### config.mk
export PLATFORM = sky130hd
export DESIGN_NAME = max_unpooling_unit
export DESIGN_NICKNAME = d
export VERILOG_FILES = /design/src/rtl/max_unpooling_unit_pkg.sv /design/src/rtl/max_unpooling_unit_index_fifo.sv /design/src/rtl/max_unpooling_unit.sv
export SDC_FILE = /design/constraint.sdc
export NUM_CORES = 1
export LEC_CHECK = 0
export CORE_UTILIZATION = 48
export DETAILED_ROUTE_END_ITERATION = 10
export GPL_TIMING_DRIVEN = 0
export PLACE_DENSITY = 0.76
export SETUP_SLACK_MARGIN = 0.05
export SYNTH_ARGS = -nofsm -noshare
export SYNTH_HDL_FRONTEND = slang
export SYNTH_SLANG_ARGS = --single-unit
### constraint.sdc
create_clock -name clk -period 4.45 [get_ports clk]
set_input_delay 0.6675 -clock clk [delete_from_list [all_inputs] [get_ports clk]]
set_output_delay 0.6675 -clock clk [all_outputs]
set_load 0.005 [all_outputs]
### src/rtl/max_unpooling_unit_pkg.sv
// Shared definitions for the max-unpooling datapath.
// Data width, signed element type and FSM state encoding.
package max_unpooling_unit_pkg;

    localparam int DATA_W = 16;

    typedef logic signed [DATA_W-1:0] data_t;

    typedef enum logic {
        ST_IDLE,
        ST_EMIT
    } state_e;

endpackage

### src/rtl/max_unpooling_unit_index_fifo.sv
// Circular FIFO holding argmax indices from the forward pass.
// Ready is based on registered occupancy only; no bypass path.
module max_unpooling_unit_index_fifo #(
    parameter  int DEPTH = 16,
    parameter  int IW    = 2,
    localparam int AW    = $clog2(DEPTH),
    localparam int CW    = $clog2(DEPTH + 1)
) (
    input  logic          clk,
    input  logic          reset,
    input  logic          push_valid_i,
    output logic          push_ready_o,
    input  logic [IW-1:0] push_data_i,
    input  logic          pop_i,
    output logic          pop_valid_o,
    output logic [IW-1:0] pop_data_o,
    output logic [CW-1:0] count_o
);

    localparam logic [CW-1:0] FULL = CW'(DEPTH);

    logic [IW-1:0] mem_q [DEPTH];
    logic [AW-1:0] wptr_q, wptr_d;
    logic [AW-1:0] rptr_q, rptr_d;
    logic [CW-1:0] count_q, count_d;
    logic          push;
    logic          pop;

    assign push_ready_o = (count_q < FULL);
    assign pop_valid_o  = (count_q != '0);
    assign pop_data_o   = mem_q[rptr_q];
    assign count_o      = count_q;
    assign push         = push_valid_i && push_ready_o;
    assign pop          = pop_i && pop_valid_o;

    // Pointer and occupancy next-state; pointers wrap at DEPTH.
    always_comb begin
        wptr_d  = wptr_q;
        rptr_d  = rptr_q;
        count_d = count_q;
        if (push) wptr_d = wptr_q + 1'b1;
        if (pop)  rptr_d = rptr_q + 1'b1;
        unique case ({push, pop})
            2'b10:   count_d = count_q + 1'b1;
            2'b01:   count_d = count_q - 1'b1;
            default: count_d = count_q;
        endcase
    end

    // Pointer and occupancy registers.
    always_ff @(posedge clk) begin
        if (reset) begin
            wptr_q  <= '0;
            rptr_q  <= '0;
            count_q <= '0;
        end else begin
            wptr_q  <= wptr_d;
            rptr_q  <= rptr_d;
            count_q <= count_d;
        end
    end

    // Storage array; contents are don't-care while unoccupied.
    always_ff @(posedge clk) begin
        if (push) mem_q[wptr_q] <= push_data_i;
    end

endmodule

### src/rtl/max_unpooling_unit.sv
// Max-unpooling: routes each pooled value to its argmax slot,
// zero-filling the rest, one element per beat.
module max_unpooling_unit
    import max_unpooling_unit_pkg::*;
#(
    parameter  int SIZE  = 4,
    parameter  int DEPTH = 16,
    localparam int IW    = $clog2(SIZE),
    localparam int CW    = $clog2(DEPTH + 1)
) (
    input  logic                     clk,
    input  logic                     reset,
    input  logic                     idx_valid,
    output logic                     idx_ready,
    input  logic [IW-1:0]            idx_in,
    input  logic                     grad_valid,
    output logic                     grad_ready,
    input  logic signed [DATA_W-1:0] grad_in,
    output logic                     out_valid,
    input  logic                     out_ready,
    output logic signed [DATA_W-1:0] out_data,
    output logic                     out_last,
    output logic [CW-1:0]            count,
    output logic                     idx_error
);

    localparam logic [IW-1:0] K_LAST = IW'(SIZE - 1);
    localparam logic [IW:0]   SIZE_W = (IW + 1)'(SIZE);

    state_e        state_q, state_d;
    logic [IW-1:0] k_q, k_d;
    logic [IW-1:0] idx_q, idx_d;
    data_t         val_q, val_d;
    logic          err_q, err_d;
    logic          fifo_valid;
    logic [IW-1:0] fifo_head;
    logic          accept;

    max_unpooling_unit_index_fifo #(
        .DEPTH (DEPTH),
        .IW    (IW)
    ) u_fifo (
        .clk          (clk),
        .reset        (reset),
        .push_valid_i (idx_valid),
        .push_ready_o (idx_ready),
        .push_data_i  (idx_in),
        .pop_i        (accept),
        .pop_valid_o  (fifo_valid),
        .pop_data_o   (fifo_head),
        .count_o      (count)
    );

    assign idx_error = err_q;

    // FSM next state, element counter and output mux.
    always_comb begin
        state_d    = state_q;
        k_d        = k_q;
        idx_d      = idx_q;
        val_d      = val_q;
        err_d      = err_q;
        out_valid  = 1'b0;
        out_last   = 1'b0;
        out_data   = '0;
        unique case (state_q)
            ST_IDLE: begin
            end
            ST_EMIT: begin
                out_valid = 1'b1;
                out_last  = (k_q == K_LAST);
                out_data  = (k_q == idx_q) ? val_q : '0;
                if (out_ready) begin
                    if (k_q == K_LAST) state_d = ST_IDLE;
                    else               k_d     = k_q + 1'b1;
                end
            end
            default: state_d = ST_IDLE;
        endcase
        // A new window may start only once the previous one completes.
        grad_ready = fifo_valid &&
                     ((state_q == ST_IDLE) || (out_last && out_ready));
        accept = grad_valid && grad_ready;
        if (accept) begin
            state_d = ST_EMIT;
            k_d     = '0;
            idx_d   = fifo_head;
            val_d   = grad_in;
            if ({1'b0, fifo_head} >= SIZE_W) err_d = 1'b1;
        end
    end

    // FSM and window registers.
    always_ff @(posedge clk) begin
        if (reset) begin
            state_q <= ST_IDLE;
            k_q     <= '0;
            idx_q   <= '0;
            val_q   <= '0;
            err_q   <= 1'b0;
        end else begin
            state_q <= state_d;
            k_q     <= k_d;
            idx_q   <= idx_d;
            val_q   <= val_d;
            err_q   <= err_d;
        end
    end

endmodule

Word-level counts from Yosys, hierarchy flattened --
Memory sizes are Yosys's and may differ from the RTL's. A register that Yosys moved wholly into a read port is not among the register bits. Cells that the tools add are included.
Operators by class: add/sub/neg operators 5, order comparisons 1, equality and inequality tests 4, muxes and demuxes 11, bitwise gates (word level) 2, reduce and logical (&&, ||, !) cells 10
Operators with widths (number):
- 16-bit two-way mux | 2
- 5-bit one-hot mux with 2 select lines | 1
- 4-bit by 1-bit adder with 4-bit output (second input constant) | 2
- 1-bit two-way mux | 8
- 5-bit by 1-bit adder with 5-bit output (second input constant) | 1
- 1-bit logical AND | 5
- 5-bit < comparator (second input constant) | 1
- 5-bit nonzero test | 1
- 5-bit by 1-bit subtractor with 5-bit output (second input constant) | 1
- 2-bit == test (second input constant) | 2
- 3-bit AND reduction | 1
- 2-bit by 1-bit adder with 2-bit output (second input constant) | 1
- 2-bit by 1-bit == test with 1-bit output (second input constant) | 1
- 2-bit == test | 1
- 1-bit inverter | 2
- 2-bit nonzero test | 1
- 2-bit OR reduction | 1
- 1-bit logical OR | 1
Storage, ports and cells: register bits 32, RAM bits 32, input port bits 23, output and inout port bits 26, word-level logic and storage cells 40, memories kept 1
Memory list:
- u_fifo.mem_q | words 16, bits a word 2, read ports 1, clocked after Yosys merged registers in 1, wr ports 1, RTL line max_unpooling_unit_index_fifo.sv:22 | logic [IW-1:0] mem_q [DEPTH];

Depth between registers and ports, before layout --
Gate-level depths: netlist of run 1.
depth after elaboration 9, mapped depth 11, depth with buffers taken out 10

Hierarchy --
A second synthesis of run 1 with hierarchy kept.
Unflattened totals: cells, all modules 276, area, all modules 3268.1 µm²
By module, submodules not included:
- max_unpooling_unit_index_fifo | times used 1, cells an instance 160, area an instance 2133.3 µm², sequential area each 1301.2 µm²
- max_unpooling_unit | times used 1, cells an instance 116, area an instance 1134.8 µm², sequential area each 420.4 µm²

Worst setup path after synthesis of run 1 --
OpenSTA, ideal clock, no wires.
path kind reg2reg, start reg u_fifo.count_q[0] (netlist: u_fifo.count_o[0]), end reg u_fifo.count_q[4] (netlist: u_fifo.count_o[4]), setup time 121 ps, arrival 2924 ps, data required time 4329 ps, slack 1405 ps, cell stages (with the launch flop) 11, path buffers 1, period minus slack after synthesis 3045 ps, cell sequence dfxtp_1 > or4_4 > o211ai_4 > inv_2 > buf_6 > ha_1 > fa_1 > a21o_1 > a21oi_1 > mux2i_1 > mux2_2
Between the ends: cells in the longest elaborated chain, start to end 6, elaborated cells between the ends (all ways) 12, classes of those cells add/sub: 2; order compare: 1; eq/ne: 2; mux: 1; reduce/logical: 6
Ends and longest elaborated chain:
- start: declaration | RTL line max_unpooling_unit_index_fifo.sv:25 | logic [CW-1:0] count_q, count_d;
- start signal: assignment | RTL line max_unpooling_unit_index_fifo.sv:59 | count_q <= count_d;
- 5-bit nonzero test (*) | RTL line max_unpooling_unit_index_fifo.sv:30 | assign pop_valid_o = (count_q != '0);
- 1-bit logical AND | RTL line max_unpooling_unit.sv:81 | grad_ready = fifo_valid &&
- 1-bit logical AND | RTL line max_unpooling_unit.sv:83 | accept = grad_valid && grad_ready;
- 1-bit logical AND (*) | RTL line max_unpooling_unit_index_fifo.sv:34 | assign pop = pop_i && pop_valid_o;
- net u_fifo.pop | RTL line max_unpooling_unit_index_fifo.sv:27 | logic pop;
- 2-bit by 1-bit == test with 1-bit output or 2-bit == test (tied branches) | RTL line max_unpooling_unit_index_fifo.sv:43 | unique case ({push, pop})
- 5-bit one-hot mux with 2 select lines or 2-bit nonzero test (tied branches)
Mark *: on every way through the listed nets, which the timed path passes. The rest lies on a longest branch. A chain may end at the register's enable or synchronous reset.

Final worst setup path of run 1 --
Same ends and word-level chain as after synthesis.

==> results by group, run 1 <==
Status
  – Status: completed

Route
  – Final ANT Viol Nets: 0
  – DR pass1 iterations: 4
  – Drt drc: 0
  – Wire per inst: 13.29 um
  – Via count: 2,076
  – Post-Route WL: 5501 um
  – Vias per cell: 5.014
  – DR iter-0 viols: 82

Timing
  – Final Setup Violations: 0
  – Final Hold Fails: 0
  – Slew @ Worst Pin: around 530 ps
  – Max-slew headroom: 64.30%
  – Tmin final: 3321 ps
  – Period utilisation layout: 74.63%
  – Max-slew violation count: 0
  – TNS Setup: 0 ps
  – Maximum clock rate: 301.1 MHz
  – Clock Skew: 9.685 ps
  – Final WS setup: 1129 ps
  – RSZ-0062 raised after global routing: no

Clock network
  – Sink Count: 66
  – Root Driver: clkbuf_8
  – Clk Latency, worst-skew pair: 330 ps
  – Maximum clock insertion buffer count: 2
  – CTS clk-pin slew, worst paths: 70 ps
  – CTS tree: done
  – H-tree depth: 3
  – Post-CTS Resized: 0
  – Num CTS Buffers: 9
  – # Post-CTS Setup Buffers: 0
  – Hold_buf cts: 0

Global route
  – Gr ovfl total: 0
  – First-pass GRT wire length: 8921 um
  – Vias in the first global route: 2,040
  – Largest net degree at the start of global routing: 17
  – Initial antenna violation count: 0
  – Gr usage total: 18.39%

Finish
  – Fillers: 489
  – Seq. cell area: around 0.0016 mm^2
  – Area of the multi-input gates: 0.001214 mm^2
  – Final #Nets: 368
  – Layout cells sized above 1: 10.91%
  – N_diodes: 0
  – Post-route cell area: 0.003749 mm^2
  – Area grow syn2layout: 25.78%

Run
  – Max-cap viol count: 0

Critical path
  – Worst setup SP type: flip-flop
  – Worst Path Required: 4680 ps
  – CP cell instances: or4_4 -> o211ai_4 -> inv_2 -> buf_6 -> ha_1 -> fa_1 -> a21o_1 -> a21oi_1 -> mux2i_1 -> mux2_2
  – Worst Setup End Kind: flip-flop
  – Critical path fanouts, max: 10
  – Top delay family on crit path: adder cells
  – CP arrival: 3550 ps
  – Type of the worst setup path: reg2reg
  – Crit-path slowest cell: or4_4
  – Buffer and inverter count on the worst path: 2
  – CP peak stage delay: 580 ps

Synth
  – Post-Syn Area per Cell: about 11 um^2
  – Post-synth EDFFs: 32
  – Synthesized net count: about 310
  – Synthesized flop and latch total: 66
  – Seq/Total Area, Yosys: 55.08%
  – Synth unique cells: between 40 and 50
  – Mapped cell area: 0.002980 mm^2
  – FFs w/ async S/R, synth: 0%
  – Synth area leaders: edfxtp_1, dfxtp_1, nand2_1
  – Synth top area share: 32.24%
  – Cell taking the most area after synthesis: edfxtp_1
  – Primary FF master, synth: dfxtp_1
  – Warning count from the yosys run: 0
  – Post-synthesis cell count: 277

Placed design
  – Setup WS pre-CTS: 895.8 ps
  – Port Buffers: between 40 and 50
  – Dpl cell area: 0.003535 mm^2
  – HPWL Detailed: 3996 um
  – Routability congestion estimate: 0.7401

Die
  – Starting Density: 50.04%
  – Core Area: 0.005956 mm^2
  – Boundary Pins: ~50
  – Die Wd: 80.80 um
  – FP Rows: 28
  – DIE AREA: around 0.0065 mm^2
  – Die height: 80.80 um

Power and ir drop
  – Worst vdd ir: 431.9 uV
  – Power density cells: 538.6 mW/mm^2
  – Static Leakage: 1.366 nW

Hold path
  – Class of the worst hold path: reg2reg
-- routing by layer --
layer,part of all wire [%],vias up,track usage [%]
li1,-,1064,-
met1,45,968,22.10
met2,50,38,31.27
met3,3.8,6,5.618
met4,1.2,0,6.429
met5,0,-,0
-- power by group --
group	switching [mW]	internal, mW
registers	0.0661	0.732
logic	0.355	0.347
clock network	0.230	0.287
-- tightest hold or removal path, delay by kind of cell, from the launching register on --
kind	cells	cell delay, ps
flops	1	310
compound gates	1	50
simple gates	1	50
-- stage by stage --
step	std cells	utilization, %	total power [mW]	hold WS [ps]
CTS	414	62.94	2.036	454.2
finish	414	62.94	2.019	454.1
global placement	398	59.35	1.503	437.3
detailed placement	398	59.35	1.523	444.2
floorplan	277	-	1.293	431.7
global route	414	62.94	2.156	479.5
-- cell usage after synthesis (all sizes together), types with 2 or more instances --
master,n
clkbuf,7
nor2b,2
nand2,39
nand2b,2
buf,11
o21ai,2
inv,7
and2,17
nor2,28
a21o,2
xnor2,5
nor3,6
mux4,4
edfxtp,32
xor2,5
or3,3
o22ai,4
nand3b,3
a311oi,2
nand3,2
dfxtp,34
a211oi,2
a21oi,26
ha,10
mux2i,11
-- path summary, 6_finish.rpt --
kind	endpoint	start	cells after the start	slack, ps
hold / removal	val_q[15]$_SDFFE_PP0P_	val_q[15]$_SDFFE_PP0P_	2	450
setup reg to reg	u_fifo.count_o[4]$_SDFFE_PP0P_	u_fifo.count_o[0]$_SDFFE_PP0P_	10	1130
hold reg to reg	val_q[15]$_SDFFE_PP0P_	val_q[15]$_SDFFE_PP0P_	2	450
setup / recovery	u_fifo.count_o[4]$_SDFFE_PP0P_	u_fifo.count_o[0]$_SDFFE_PP0P_	10	1130
-- cells in the final DEF (no fill, tap or decap), types with 2 or more instances in the layout --
cell	n
clkdlybuf4s50_1	46
nand2_1	39
dfxtp_1	34
edfxtp_1	32
nor2_1	28
a21oi_1	26
and2_1	17
mux2i_1	11
ha_1	10
clkbuf_8	10
clkbuf_1	7
inv_1	6
xnor2_1	5
xor2_1	5
nor3_1	4
buf_2	4
mux4_2	4
o22ai_1	4
buf_4	3
or3_1	3
nand3b_1	3
buf_6	2
nor2b_1	2
buf_1	2
nand2b_1	2
nand3_1	2
a311oi_1	2
a211oi_1	2
a21o_1	2
nor3_2	2
clkbuf_16	2
inv_4	2
-- layout make-up --
cell class	count	area share [%]
inverters	7	0.7009
clock inverters	4	0.7009
clock buffers	12	5.007
multi-input cells	186	32.38
repair buffers	46	12.28
well taps	75	2.503
plain buffers	18	2.637
flip-flops and latches	66	43.79
-- cells by family (layout without fill, tap and decap cells) --
logic type | Yosys count | in the layout | synth area share [%]
adders and majority gates | 11 | 11 | 4.870
muxes | 16 | 16 | 7.095
other | 1 | 1 | 0.1258
buffers and inverters | 25 | 87 | 4.198
AOI/OAI and AO/OA | 42 | 42 | 8.690
DFF | 66 | 66 | 55.08
xor gates and xnor gates | 10 | 10 | 2.939
and+or+nand+nor | 106 | 106 | 17.00
-- state kept, by name, summed over array words and instances (netlist names) --
signal / cells
idx_q: 2
k_q: 2
state_q: 1
u_fifo.count_o: 5
u_fifo.mem_q: 32
u_fifo.rptr_q: 4
u_fifo.wptr_q: 4
val_q: 16
No activity file was read; power rests on OpenSTA's default activity.
==> run 2: changes to the inputs <==
==> constraint.sdc (replaced) <==
create_clock -name clk -period 3.3 [get_ports clk]
set_input_delay 0.495 -clock clk [delete_from_list [all_inputs] [get_ports clk]]
set_output_delay 0.495 -clock clk [all_outputs]
set_load 0.005 [all_outputs]
==> results by group, run 2 (synthesized netlist as in run 1, its figures left out) <==
Route
  – Via count: approximately 2,100
  – Final ANT Viol Nets: 0
  – Post-Route WL: 5553 um
  – Drt drc: 0
  – DR pass1 iterations: 4
  – Wire per inst: 13.38 um
  – DR iter-0 viols: 83
  – Vias per cell: just over 5

Placed design
  – Setup WS pre-CTS: -81.74 ps
  – Routability congestion estimate: 0.7401
  – Dpl cell area: 0.003535 mm^2
  – Port Buffers: 46
  – HPWL Detailed: between 3000 and 4000 um

Finish
  – Final #Nets: 369
  – Post-route core utilization: between 60% and 70%
  – Post-route cell area: 0.003762 mm^2
  – Biggest register: u_fifo.mem_q
  – Area grow syn2layout: 26.24%
  – Fillers: 491
  – Commonest non-fill, non-tap cell in the layout: clkdlybuf4s50_1
  – Max FFs per register: 32
  – N_diodes: 0
  – Most frequent cells in the layout: clkdlybuf4s50_1, nand2_1, dfxtp_1, edfxtp_1, nor2_1
  – Layout cells sized above 1: 11.76%

Hold path
  – Hold_sp: val_q[15]$_SDFFE_PP0P_
  – WHS Path Cells: 2
  – Class of the worst hold path: reg2reg

Timing
  – Period utilisation layout: 94.41%
  – Clock Skew: 9.908 ps
  – Max-slew violation count: 0
  – Final hold slack: approximately 450 ps
  – Maximum clock rate: 321.0 MHz
  – Tmin final: between 3000 and 4000 ps
  – Final WS setup: approximately 180 ps
  – TNS Setup: 0 ps
  – Max-slew headroom: 63.53%
  – Final Setup Violations: 0
  – Slew @ Worst Pin: 545.3 ps
  – Final Hold Fails: 0
  – RSZ-0062 raised after global routing: no

Die
  – Core Area: 0.005956 mm^2
  – FP Rows: 28
  – Boundary Pins: 49
  – Die height: 80.80 um
  – Die Wd: 80.80 um
  – Starting Density: 50.04%
  – DIE AREA: around 0.0065 mm^2

Critical path
  – CP peak stage delay: approximately 580 ps
  – Top delay family on crit path: adder cells
  – Critical path fanouts, max: 10
  – Worst Setup End Kind: flip-flop
  – CP arrival: 3340 ps
  – Type of the worst setup path: reg2reg
  – Worst Path Required: approximately 3500 ps
  – R2r startpoint: u_fifo.count_o[0]$_SDFFE_PP0P_
  – R2r worst-path depth: 10
  – CP cell instances: or4_4 -> o211ai_4 -> inv_2 -> buf_6 -> ha_2 -> fa_1 -> a21o_1 -> a21oi_2 -> mux2i_1 -> mux2_2
  – Critical path depth: 10
  – Crit-path slowest cell: or4_4
  – Worst setup path startpoint: u_fifo.count_o[0]$_SDFFE_PP0P_
  – Worst setup SP type: flip-flop
  – Buffer and inverter count on the worst path: 2

Global route
  – First-pass GRT wire length: approximately 9000 um
  – Met2 GRT Util: 31.44%
  – Largest net degree at the start of global routing: 17
  – Global route hottest layer: met2
  – Gr ovfl total: 0
  – Met1 usage in global routing: 22.25%
  – Initial antenna violation count: 0
  – Vias in the first global route: around 2,000
  – Gr usage total: 18.48%
  – Met3 usage: 5.618%

Clock network
  – Num CTS Buffers: 9
  – CTS tree: done
  – Maximum clock insertion buffer count: 2
  – Sink Count: 66
  – CTS clk-pin slew, worst paths: 80 ps
  – Clk Latency, worst-skew pair: ~330 ps
  – H-tree depth: 3
  – Root Driver: clkbuf_8
  – Hold_buf cts: 0

Power and ir drop
  – Static Leakage: 1.369 nW
  – Worst vdd ir: 595.4 uV
  – Power density cells: 730.2 mW/mm^2

Status
  – Status: completed

Run
  – Max-cap viol count: 0
-- run 2: changes by cell type in the layout (fill, tap and decap cells not counted) --
cell,change
a21oi_1,-1
a21oi_2,+1
buf_4,+1
ha_1,-1
ha_2,+1
-- run 2: metal layers --
metal	wire, um	up-vias
met5	0	-
met4	68	0
met3	208	6
met2	2753	42
met1	2522	983
li1	-	1066
-- run 2: report_power, final --
part / internal [mW] / switching, mW / leakage, nW
sequential: 0.988 / 0.0891 / 0.566
combinational: 0.484 / 0.489 / 0.689
clock: 0.387 / 0.310 / 0.114
-- run 2: layout make-up --
class                      count  area [um^2]  share of cell area (%)
buffer                        18        98.84                   2.627
clock inverter                 4        26.28                  0.6984
sequential                    66         1642                   43.63
clock buffer                  12        187.7                   4.988
inverter                       7        26.28                  0.6984
timing repair buffer          47        467.9                   12.44
tap                           75        93.84                   2.494
multi-input combinational    186         1220                   32.42
-- run 2: what timing repair did --
action                     4_1_cts  5_1_grt
resized for setup                0        2
setup endpoints to repair        1        1
pin swaps                        1        0
setup buffers                    1        0
-- run 2: through the flow --
step                std cells  power (mW)
floorplan                 277       1.743
global placement          398       2.027
detailed placement        398       2.053
CTS                       415       2.761
global route              415       2.932
finish                    415       2.747
-- run 2: final timing paths --
kind                                                  endpoint  slack (ps)
worst min-delay path                    val_q[15]$_SDFFE_PP0P_         450
worst min register to register          val_q[15]$_SDFFE_PP0P_         450
worst max register to register  u_fifo.count_o[4]$_SDFFE_PP0P_         180
worst max-delay path            u_fifo.count_o[4]$_SDFFE_PP0P_         180
-- run 2: tightest hold or removal path: stages (launching register included) --
cell and delay [ps]:
dfxtp_1 310, nand2_1 50, a21oi_1 50
